`src/rtl/t_counter_pkg.sv`:
```
// Shared constants and helpers for the toggle-flop based counter.
// Holds the saturate-mode constants and the terminal-value helper.
package t_counter_pkg;

    // Values for the SATURATE parameter of t_counter.
    localparam bit SAT_WRAP = 1'b0;
    localparam bit SAT_HOLD = 1'b1;

    // Highest count value, MODULO-1, reduced to WIDTH bits.
    // Inputs: width - counter width in bits, modulo - number of states.
    // 64-bit arithmetic keeps MODULO == 2**32 representable.
    function automatic longint unsigned max_count(
        input int              width,
        input longint unsigned modulo
    );
        longint unsigned mask;
        mask = (64'd1 << width) - 64'd1;
        return (modulo - 64'd1) & mask;
    endfunction

endpackage

```
`src/rtl/t_counter_t_ff_cell.sv`:
```
// Single T flip-flop cell, one bit of the counter register bank.
// Ports: CLK clock, RESET sync active-high clear, T toggle enable, Q state.
module t_ff_cell (
    input  logic CLK,
    input  logic RESET,
    input  logic T,
    output logic Q
);

    always_ff @(posedge CLK) begin
        if (RESET) begin
            Q <= 1'b0;
        end else if (T) begin
            Q <= ~Q;
        end
    end

endmodule

```
`src/rtl/t_counter.sv`:
```
// Up/down modulo counter built from a bank of T flip-flop cells.
// Ports: CLK, RESET (sync, active-high), EN, UP, LOAD, D -> Q, TC, OVF.
module t_counter
    import t_counter_pkg::*;
#(
    parameter int              WIDTH    = 4,
    parameter longint unsigned MODULO   = 64'd1 << WIDTH,
    parameter bit              SATURATE = SAT_WRAP
) (
    input  logic             CLK,
    input  logic             RESET,
    input  logic             EN,
    input  logic             UP,
    input  logic             LOAD,
    input  logic [WIDTH-1:0] D,
    output logic [WIDTH-1:0] Q,
    output logic             TC,
    output logic             OVF
);

    localparam logic [WIDTH-1:0] MAX_Q =
        WIDTH'(max_count(WIDTH, MODULO));
    localparam logic [WIDTH-1:0] ZERO_Q = '0;
    localparam logic [WIDTH-1:0] ONE_Q  = WIDTH'(1);

    logic [WIDTH-1:0] q;
    logic [WIDTH-1:0] q_next;
    logic [WIDTH-1:0] t_vec;
    logic             at_max;
    logic             at_zero;
    logic             tc;
    logic             ovf;

    assign at_max  = (q == MAX_Q);
    assign at_zero = (q == ZERO_Q);

    // Terminal count: the coming edge produces a wrap or saturate event.
    assign tc = EN && !LOAD && (UP ? at_max : at_zero);

    // Target value for the next edge; reset is applied inside the cells.
    always_comb begin
        q_next = q;
        if (LOAD) begin
            q_next = (D > MAX_Q) ? MAX_Q : D;
        end else if (EN) begin
            if (UP) begin
                if (!at_max) begin
                    q_next = q + ONE_Q;
                end else if (SATURATE == SAT_WRAP) begin
                    q_next = ZERO_Q;
                end
            end else begin
                if (!at_zero) begin
                    q_next = q - ONE_Q;
                end else if (SATURATE == SAT_WRAP) begin
                    q_next = MAX_Q;
                end
            end
        end
    end

    // Every transition, including load and wrap, is a toggle pattern.
    assign t_vec = q ^ q_next;

    for (genvar i = 0; i < WIDTH; i++) begin : g_cell
        t_ff_cell u_cell (
            .CLK   (CLK),
            .RESET (RESET),
            .T     (t_vec[i]),
            .Q     (q[i])
        );
    end

    // OVF is tc delayed one edge; reset drops any pending event.
    always_ff @(posedge CLK) begin
        if (RESET) begin
            ovf <= 1'b0;
        end else begin
            ovf <= tc;
        end
    end

    assign Q   = q;
    assign TC  = tc;
    assign OVF = ovf;

endmodule

```
`config.mk`:
```
export PLATFORM = sky130hd
export DESIGN_NAME = t_counter
export DESIGN_NICKNAME = d
export VERILOG_FILES = /design/src/rtl/t_counter_pkg.sv /design/src/rtl/t_counter_t_ff_cell.sv /design/src/rtl/t_counter.sv
export SDC_FILE = /design/constraint.sdc
export NUM_CORES = 1
export LEC_CHECK = 0
export CORE_AREA = 4 4 41 43
export DETAILED_ROUTE_END_ITERATION = 6
export DIE_AREA = 0 0 45 47
export PLACE_DENSITY_LB_ADDON = 0.1
export SETUP_SLACK_MARGIN = 0.2
export SYNTH_ARGS = -nofsm -noshare
export SYNTH_HDL_FRONTEND = slang
export SYNTH_SLANG_ARGS = --single-unit
```
`constraint.sdc`:
```
create_clock -name CLK -period 3.3 [get_ports CLK]
set_input_delay 0.66 -clock CLK [delete_from_list [all_inputs] [get_ports CLK]]
set_output_delay 0.66 -clock CLK [all_outputs]
set_load 0.1 [all_outputs]
```
Word level (Yosys, flattened, before mapping)
Cells that the tools add are included.
{ "classes": {"add_sub_neg": 2, "magnitude_cmp": 1, "n_eq_ne": 1, "muxes": 7, "bitwise_logic": 5, "n_reduce_logical": 4} }
{ "op_table": {"columns": ["operator", "count"], "rows": [
  ["$mux W4", 6],
  ["$add A4 B1 Y4 const B", 1],
  ["$eq A4 B4 Y1 const B", 1],
  ["$gt A4 B4 Y1 const B", 1],
  ["$logic_not A4 Y1", 1],
  ["$not A1 Y1", 4],
  ["$sub A4 B1 Y4 const B", 1],
  ["$xor A4 B4 Y4", 1],
  ["$logic_and A1 B1 Y1", 2],
  ["$logic_not A1 Y1", 1],
  ["$mux W1", 1]
]} }
{ "word_totals": {"register_bits": 5, "in_bits": 9, "output_inout_bits": 6, "wordCells": 25} }

Logic depth before layout (Yosys ltp)
{ "logic_depth": {"depth_word": 6, "ltp_mapped": 6} }

Cells and area by module
From an unflattened synthesis, not the netlist that was laid out.
{ "unflattened": {"hier_cells": 57, "hier_area_um2": 451.7} }
{ "by_module_without_submodules": {"columns": ["mod", "n_inst", "cells_per_inst", "area_per_inst_um2"], "rows": [
  ["t_counter", 1, 45, 321.6],
  ["t_ff_cell", 4, 3, 32.5]
]} }

Worst setup path before layout
Ideal clock, no wire load.
{ "synth_timing": {"path_kind": "input-to-output", "from": "in UP", "to": "out TC", "t_arrival_ns": 2.890, "required_ns": 2.640, "setup_slack_ns": -0.250, "path_stages": 3, "path_buffers": 1, "path_cell_list": "buf_2 > nor2_1 > a2111oi_2"} }
{ "synth_via": {"elab_chain_cells": 2} }
{ "synth_lines": {"columns": ["element", "line", "text"], "rows": [
  ["start: declaration", "t_counter.sv:13", "input logic UP,"],
  ["$mux W1", "t_counter.sv:38", "assign tc = EN && !LOAD && (UP ? at_max : at_zero);"],
  ["$logic_and A1 B1 Y1", "t_counter.sv:38", null],
  ["end: declaration", "t_counter.sv:17", "output logic TC,"]
]} }
Every way passes these cells.

Worst setup path in the final report
{ "layout_timing": {"from": "in LOAD", "to": "out TC"} }
{ "layout_via": {"elab_chain_cells": 3} }
{ "layout_lines": {"columns": ["element", "line", "text"], "rows": [
  ["start: declaration", "t_counter.sv:14", "input logic LOAD,"],
  ["$logic_not A1 Y1", "t_counter.sv:38", null],
  ["$logic_and A1 B1 Y1 (2 in a row)", "t_counter.sv:38", null]
]} }
Every way passes these cells.

==> metrics.md <==
| Metric | Value |
|---|---|
| Num ports | 15 |
| Crit-path cells | clkdlybuf4s50_1 > a2111oi_4 > buf_12 |
| GR Util met1 | 0.116 |
| Final slew viol count | 0 |
| Total GRT Usage | 0.0916 |
| Minimum clock period after layout | 2560 ps |
| CTS HTree Levels | 1 |
| Fill count | roughly 140 |
| Hold buffer count at CTS | 0 |
| Synth area leaders | dfxtp_1 (24%), buf_4 (7.3%), ha_1 (6.1%) |
| Clock slew seen by the registers of the worst setup and hold paths | 50 ps |
| Pint | 145 µW |
| Sequential cell area | 100 µm² |
| Area after DPL | 538 µm² |
| Initial Util | 0.316 |
| Outcome | complete, no violations |
| Period utilization | 0.774 |
| Initial antenna violation count | 0 |
| Clock root buffer | clkbuf_4 |
| Type of the worst setup path | in2out |
| Clock Tree Buf Depth | 2 |
| 1st-iter DRT viols | 7 |
| Number of enable flip-flop cells after synthesis | 0 |
| Syn avg cell area | around 8.4 µm² |
| Ant. Diodes | 0 |
| Pwr Total | 240 µW |
| GRT busiest layer | met2 |
| Layout cells sized above 1 | 0.230 |
| Synth warn | 0 |
| Port Buffer Count | 14 |
| # Post-CTS Setup Buffers | 0 |
| Die X | approximately 45 µm |
| Post-synthesis sequential area ratio | 0.243 |
| Die height | 47 µm |
| Reg power frac | 0.310 |
| Syn Nets | 60 |
| FMAX | about 400 MHz |
| Switching part of the total power | 0.396 |
| First-pass GRT wire length | approximately 1400 µm |
| Core Area | 1300 µm² |
| Grt ovf | 0 |
| Mapped Cells | a little under 50 |
| Cell area after synthesis | ~400 µm² |
| Fin area | 564 µm² |
| Synth unique cells | 27 |
| Setup crit start kind | primary input |
| Final Net Count | 73 |
| Combinational share of power | 0.379 |
| # setup viols final | 0 |
| Cell taking the most area after synthesis | dfxtp_1 |
| CTS Buf Count | 3 |
| RePlAce Congestion | 0.730 |
| DR vias/cell | 4.83 |
| HP Class | reg2reg |
| DRT Pass-1 Iters | 4 |
| Largest stage delay, worst path | 580 ps |
| Via count | 367 |
| Cell with the most instances after synthesis | inv_1 |
| Worst skew pair latency | between 200 and 300 ps |
| Syn-to-layout area delta | 37.1% |
| PD cells | ~430 nW/µm² |
| TritonCTS clock tree | yes |
| VDD IR max | 168 µV |
| Measured slew at the worst slew-check pin | 362 ps |
| Primary FF master, synth | dfxtp_1 |
| CTS resizes | 0 |
| CP max FO | 9 |
| Critical Path AT | 1900 ps |
| FF-to-FF setup slack | 1670 ps |
| Seq cells post-synth | 5 |
| Hold Vio Cnt, Final | 0 |
| Worst EP required | between 2000 and 3000 ps |
| Max Cap Viol | 0 |
| Clk pwr share | 0.311 |
| Row cnt | 13 |
| Final Skew | approximately 2.5 ps |
| Area of the multi-input gates | between 200 and 300 µm² |
| Largest net degree at the start of global routing | 10 |
| Setup TNS | 0 ps |
| RSZ-0062 raised after global routing | false |
| Final ANT Viol Nets | 0 |
| Met2 Track Usage GR | 0.138 |
| Routed len/inst | between 10 and 15 µm |
| Die area | 2120 µm² |
| Post-synth ARST share | 0 |
| Max-slew headroom | 0.758 |
| Max stage delay cell, worst path | clkdlybuf4s50_1 |
| Post-Route WL | 880 µm |
| Post-synth top area share | 0.243 |
| Clock sinks | 5 |
| M3 GR Usage | 0.0383 |
| Setup crit end kind | primary output |
| Net Sw Power | 95.1 µW |
| Commonest cells in the netlist | inv_1 (6), dfxtp_1 (5), buf_4 (4) |
| DRC errors left | 0 |
| Post-DP HPWL | 678 µm |
| Vias in the first global route | between 300 and 400 |
| Leak | 0.238 nW |
-- worst paths after layout --
path                                   startpoint                              end  depth (start not counted)
hold reg to reg   g_cell[0].u_cell.Q$_SDFFE_PP0P_  g_cell[0].u_cell.Q$_SDFFE_PP0P_                          2
setup / recovery                             LOAD                               TC                          3
hold / removal    g_cell[0].u_cell.Q$_SDFFE_PP0P_  g_cell[0].u_cell.Q$_SDFFE_PP0P_                          2
setup reg to reg  g_cell[1].u_cell.Q$_SDFFE_PP0P_                   OVF$_SDFF_PP0_                          4
-- sequential cells by signal (all words and copies together), names as in the netlist --
signal           cells
OVF                  1
g_cell.u_cell.Q      4
-- layout make-up --
type	count	area share
multi-input cells	31	0.446
repair buffers	15	0.257
flip-flops and latches	5	0.177
clock buffers	4	0.0466
inverters	6	0.0399
well taps	15	0.0333
-- metal layers --
metal  wire length, µm  part of all wire  vias up
met4                 0                 0        0
met5                 0                 0        -
li1                  -                 -      189
met2               383              0.44       16
met3                76             0.086        0
met1               421              0.48      162
-- layout by cell type, fill, tap and decap left out, drive strengths merged --
master / n
a31oi: 1
a221oi: 2
o21a: 1
ha: 2
a21oi: 3
dfxtp: 5
a221o: 1
nand3: 1
o21ai: 2
inv: 6
o22ai: 1
clkbuf: 4
and3: 1
nor3b: 1
xnor2: 2
xor2: 1
mux2i: 2
nand4: 1
nor2: 2
nor2b: 3
nand2: 2
a2111oi: 1
clkdlybuf4s50: 8
buf: 7
nor3: 1
-- logic make-up (layout without fill, tap and decap cells) --
kind of cell | Yosys count | after routing | share of synthesized area
simple gates | 12 | 12 | 0.179
buf+inv | 13 | 25 | 0.176
xor+xnor | 3 | 3 | 0.0638
mux | 2 | 2 | 0.0486
fa+ha+maj | 2 | 2 | 0.0608
compound gates | 12 | 12 | 0.228
flops | 5 | 5 | 0.243
-- per-stage QoR --
step | std cells | worst slack, ps | util | hold slack (ps)
2_1_floorplan | 49 | 505 | - | 532
3_3_place_gp | 72 | 743 | 0.413 | 609
3_5_place_dp | 72 | 736 | 0.413 | 612
4_1_cts | 76 | 732 | 0.434 | 619
5_1_grt | 76 | 662 | 0.434 | 630
6_report | 76 | 745 | 0.434 | 612
-- worst max-delay path, delay by kind of cell --
family	cells	cell delay [ps]
buf+inv	2	800
compound gates	1	420
-- power groups by stage --
stage	combinational (mW)	clock (mW)	sequential (mW)
floorplan	0.0750	0	0.0738
global placement	0.0921	0	0.0757
detailed placement	0.0914	0	0.0757
CTS	0.0918	0.0779	0.0745
global route	0.0971	0.0818	0.0751
finish	0.0910	0.0747	0.0744
(Power assumes the default switching activity.)
